<file path="config.mk">
export PLATFORM = sky130hd
export DESIGN_NAME = fact_ctrl
export DESIGN_NICKNAME = d
export VERILOG_FILES = /design/src/rtl/fact_ctrl.sv
export SDC_FILE = /design/constraint.sdc
export NUM_CORES = 1
export LEC_CHECK = 0
export ABC_CLOCK_PERIOD_IN_PS = 1350
export CAP_MARGIN = 20
export CORE_ASPECT_RATIO = 0.9
export CORE_UTILIZATION = 40
export CTS_BUF_LIST = sky130_fd_sc_hd__clkbuf_4
export CTS_CLUSTER_SIZE = 28
export DETAILED_ROUTE_END_ITERATION = 10
export PLACE_DENSITY = 0.77
export SYNTH_ARGS = -nofsm -noshare
export SYNTH_HDL_FRONTEND = slang
export SYNTH_SLANG_ARGS = --single-unit
export TNS_END_PERCENT = 5
</file>
<file path="constraint.sdc">
create_clock -name CLK -period 1.35 [get_ports CLK]
set_input_delay 0.135 -clock CLK [delete_from_list [all_inputs] [get_ports CLK]]
set_output_delay 0.135 -clock CLK [all_outputs]
set_load 0.005 [all_outputs]
</file>
<file path="src/rtl/fact_ctrl.sv">
// fact_ctrl: Moore FSM sequencing an 8-bit factorial datapath with start/busy/done handshake.
// Optional FACT_CYCLE_CNT_EN adds a saturating per-run cycle count output.
module fact_ctrl #(
  parameter int WIDTH = 8,
  parameter int MAX_N = 5
) (
  input  logic             CLK,
  input  logic             RST,
  input  logic             start,
  input  logic [WIDTH-1:0] X_in,
  input  logic             i_lt_x,
  output logic [WIDTH-1:0] X,
  output logic             ld_i,
  output logic             ld_fi,
  output logic             ld_o,
  output logic             st,
  output logic             busy,
  output logic             done,
`ifdef FACT_CYCLE_CNT_EN
  output logic             err,
  output logic [15:0]      cycles
`else
  output logic             err
`endif
);
  localparam int IW = $clog2(MAX_N + 1);
  typedef enum logic [2:0] {IDLE, INIT, CHECK, CALC, LOAD, DONE} state_t;
  state_t state, nxt;
  logic [IW-1:0] iter;
  logic accept, reject, wdog;
  assign accept = state == IDLE && start;
  assign reject = X_in > WIDTH'(MAX_N);
  assign wdog   = state == CHECK && i_lt_x && iter == IW'(MAX_N - 1);
  always_ff @(posedge CLK) begin
    if (!RST) begin
      state <= IDLE;
      X     <= '0;
      iter  <= '0;
      err   <= 1'b0;
    end else begin
      state <= nxt;
      if (accept) begin
        X    <= X_in;
        iter <= '0;
        err  <= reject;
      end else begin
        if (state == CALC) iter <= iter + 1'b1;
        if (wdog) err <= 1'b1;
      end
    end
  end
  always_comb begin
    nxt = state;
    case (state)
      IDLE:    nxt = start ? (reject ? DONE : INIT) : IDLE;
      INIT:    nxt = CHECK;
      CHECK:   nxt = !i_lt_x ? LOAD : (wdog ? DONE : CALC);
      CALC:    nxt = CHECK;
      LOAD:    nxt = DONE;
      default: nxt = IDLE;
    endcase
  end
  assign ld_i  = state == INIT || state == CALC;
  assign ld_fi = ld_i;
  assign st    = state == CALC;
  assign ld_o  = state == LOAD;
  assign done  = state == DONE;
  assign busy  = state != IDLE;
`ifdef FACT_CYCLE_CNT_EN
  // cnt equals the 1-based cycle index of the run; cycles latches it on entry to DONE
  logic [15:0] cnt;
  always_ff @(posedge CLK) begin
    if (!RST) begin
      cnt    <= '0;
      cycles <= '0;
    end else begin
      if (accept) cnt <= 16'd1;
      else if (busy && cnt != 16'hFFFF) cnt <= cnt + 16'd1;
      if (nxt == DONE) cycles <= state == IDLE ? 16'd1 : (cnt == 16'hFFFF ? cnt : cnt + 16'd1);
    end
  end
`endif
endmodule

</file>
==> results.sh <==
export IMPL_outcome="finished with violations"
export IMPL_failed_checks="negative setup slack"
export IMPL_setup_worst_path_end_class="flip-flop"
export IMPL_worst_hold_check_slack_ns=0.403
export IMPL_synth_sequential_area_ratio_pct=42.5
export IMPL_final_cell_mix="20 x sky130_fd_sc_hd__clkdlybuf4s50_1, 18 x sky130_fd_sc_hd__nand2_1, 12 x sky130_fd_sc_hd__dfxtp_1, 10 x sky130_fd_sc_hd__buf_4, 7 x sky130_fd_sc_hd__a21oi_1"
export IMPL_post_place_ws_ns=-0.127
export IMPL_critical_path_startpoint="state[1]$_SDFF_PN0_"
export IMPL_floorplan_die_height_um=41.9
export IMPL_drive_above_1_share_pct=24.4
export IMPL_grt_setup_unrepaired="yes"
export IMPL_max_freq_ghz=0.721
export IMPL_final_ant_viol_nets=0
export IMPL_transition_time_of_the_tightest_slew_check_pin_ns=0.460
export IMPL_clock_path_buffers=2
export IMPL_place_hpwl_mm=1.18
export IMPL_fillerInstances=131
export IMPL_final_hold_violation_count=0
export IMPL_min_period_over_period_pct=103
export IMPL_async_reset_ff_share_pct=0
export IMPL_grt_max_degree=12
export IMPL_ios=27
export IMPL_post_place_cells=136
export IMPL_postSynthAreaPerCell_um2=8.32
export IMPL_finalWeightedCongestion=0.736
export IMPL_die_area_um2=1940
export IMPL_start_kind="flip-flop"
export IMPL_number_of_enable_type_register_cells_in_the_synthesized_netlist=0
export IMPL_finalInstanceArea_um2=1120
export IMPL_vdd_ir_drop_worst_v=0.000878
export IMPL_holdBufCountCts=0
export IMPL_drt_total_wl_mm=1.77
export IMPL_multi_input_area_um2=365
export IMPL_post_synth_inst_count=85
export IMPL_firstDrtPassIters=4
export IMPL_worstRegToRegCells=4
export IMPL_worst_hold_path_endpoint="X[0]$_SDFFE_PN0P_"
export IMPL_syn_nets=99
export IMPL_critical_path_class="reg -> reg"
export IMPL_io_buffers=26
export IMPL_arrival_ns=1.57
export IMPL_syn2layout_area_growth_pct=57.9
export IMPL_route_detailed_drc=0
export IMPL_chipWidth_um=46.3
export IMPL_wire_length_of_the_first_global_routing_pass_mm=2.59
export IMPL_fp_coreArea_um2=1660
export IMPL_critical_path_reg2reg_endpoint="X[6]$_SDFFE_PN0P_"
export IMPL_regToRegSetupSlack_ns=-0.04
export IMPL_tritoncts_buffer_count=3
export IMPL_drt_initial_drc_count=20
export IMPL_min_period_ns=1.39
export IMPL_setup_viol=10
export IMPL_min_from="X_in[0]"
export IMPL_clock_tree_htree_level_count=1
export IMPL_clk_transition_reported_paths_ns=0.09
export IMPL_final_critical_path_setup_slack_ns=-0.0374
export IMPL_min_delay_path_class="in -> reg"
export IMPL_synth_ff_type="sky130_fd_sc_hd__dfxtp_1"
export IMPL_synth_yosys_warnings=0
export IMPL_clock_root_buffer="sky130_fd_sc_hd__clkbuf_4"
export IMPL_layout_cells_non_filler=147
export IMPL_worst_hold_path_num_cells=3
export IMPL_first_global_vias=625
export IMPL_worst_ep_required_time_ns=1.54
export IMPL_grt_overflow_total=0
export IMPL_avgViaCountPerCell=4.90
export IMPL_track_usage_pct=18.7
export IMPL_wl_per_cell_um=12.1
export IMPL_syn_cell_area_um2=707
export IMPL_numClockSinks=15
export IMPL_layout_nets=138
export IMPL_timing_slew_headroom_pct=69.0
export IMPL_row_count=14
export IMPL_max_cap_viol_count=0
export IMPL_static_leakage_power_nw=0.475
export IMPL_power_density_nw_per_um2=1070
export IMPL_synth_seq_cells=15
export IMPL_p_total_mw=1.19
export IMPL_final_seq_area_um2=312
export IMPL_final_max_slew_violation_count=0
export IMPL_critPathMaxFanout=9
export IMPL_critical_path_reg2reg_startpoint="state[1]$_SDFF_PN0_"
export IMPL_number_of_distinct_standard_cells_referenced_by_the_synthesized_netlist=29
export IMPL_grt_antenna_before_repair=0
export IMPL_via_count=721
export IMPL_diodes=0
export IMPL_layout_cells_most_common="sky130_fd_sc_hd__clkdlybuf4s50_1"
export IMPL_floorplan_initialDensity_pct=42.5
export IMPL_clock_latency_of_the_later_clocked_register_in_the_worst_skew_pair_ns=0.28
export IMPL_clock_skew_ns=0.00579
export IMPL_tritoncts="yes"
export IMPL_postPlaceCellArea_um2=1010
==> area by class of cell <==
cell class                 count  share of cell area (%)
timing repair buffer          40                    32.2
tap                           24                    2.69
sequential                    15                    27.9
inverter                       6                    2.02
clock inverter                 1                   0.448
multi-input combinational     58                    32.7
clock buffer                   3                    2.02
==> per-layer routing <==
metal / vias to the layer above / wire length [um] / global-route usage, %
li1: 361 / - / -
met1: 338 / 726 / 21.3
met2: 20 / 966 / 32.5
met3: 2 / 71 / 6.52
met4: 0 / 9 / 3.53
met5: - / 0 / 0
==> repair_timing <==
action / CTS / global route
endpoints found under the setup margin: 6 / 14
buffers inserted: 4 / 2
hold endpoints to repair: 0 / 0
gates cloned: 0 / 1
pin swaps: 2 / 1
resized for setup: 15 / 12
==> where the power goes <==
group          total (mW)  switching, mW  internal, mW
clock               0.252          0.142         0.110
combinational       0.414          0.169         0.245
sequential          0.528         0.0377         0.490
==> critical path, cell delays in order (launching register included) <==
cell	delay, ns
sky130_fd_sc_hd__dfxtp_4	0.36
sky130_fd_sc_hd__buf_4	0.15
sky130_fd_sc_hd__or4b_4	0.59
sky130_fd_sc_hd__nand2_1	0.13
sky130_fd_sc_hd__a21oi_2	0.06
==> Yosys cell counts, types with 2 or more instances <==
library cell               count  area [um2]
sky130_fd_sc_hd__nor4_1        2        12.5
sky130_fd_sc_hd__dfxtp_1      15         300
sky130_fd_sc_hd__nor2_1        6        22.5
sky130_fd_sc_hd__buf_6         2        22.5
sky130_fd_sc_hd__buf_2         2        10.0
sky130_fd_sc_hd__inv_1         5        18.8
sky130_fd_sc_hd__o21ai_0       2        10.0
sky130_fd_sc_hd__o311a_1       2        20.0
sky130_fd_sc_hd__nand2_1      18        67.6
sky130_fd_sc_hd__a21oi_1      10        50.1
sky130_fd_sc_hd__ha_1          2        25.0
sky130_fd_sc_hd__nand2b_1      2        12.5
==> cell families after synthesis <==
| logic type | after synthesis | share of synthesized area (%) |
|---|---|---|
| buffers and inverters | 12 | 9.38 |
| DFF | 15 | 42.5 |
| adders and majority gates | 2 | 3.54 |
| xor gates and xnor gates | 2 | 2.48 |
| AOI/OAI and AO/OA | 16 | 13.8 |
| muxes | 1 | 1.42 |
| and+or+nand+nor | 37 | 26.9 |
==> per-stage QoR <==
stage                     utilization, %  setup TNS, ns
after detailed placement            60.5          -1.39
after global routing                67.1         -0.766
after CTS                           64.4        -0.0771
after floorplan                        -              0
after global placement              60.5         -0.949
final                               67.1         -0.203
==> worst max-delay path by stage <==
stage / endpoint / slack, ns
after floorplan: X[0]$_SDFFE_PN0P_ / 0.05
after global routing: err$_SDFFE_PN0P_ / -0.09
final: X[6]$_SDFFE_PN0P_ / -0.04
after global placement: X[6]$_SDFFE_PN0P_ / -0.08
after detailed placement: X[0]$_SDFFE_PN0P_ / -0.13
after CTS: X[0]$_SDFFE_PN0P_ / -0.02
==> registers in the layout, indices dropped and copies added (netlist names) <==
signal,cells
X,8
err,1
iter,3
state,3
(Power assumes the default switching activity.)
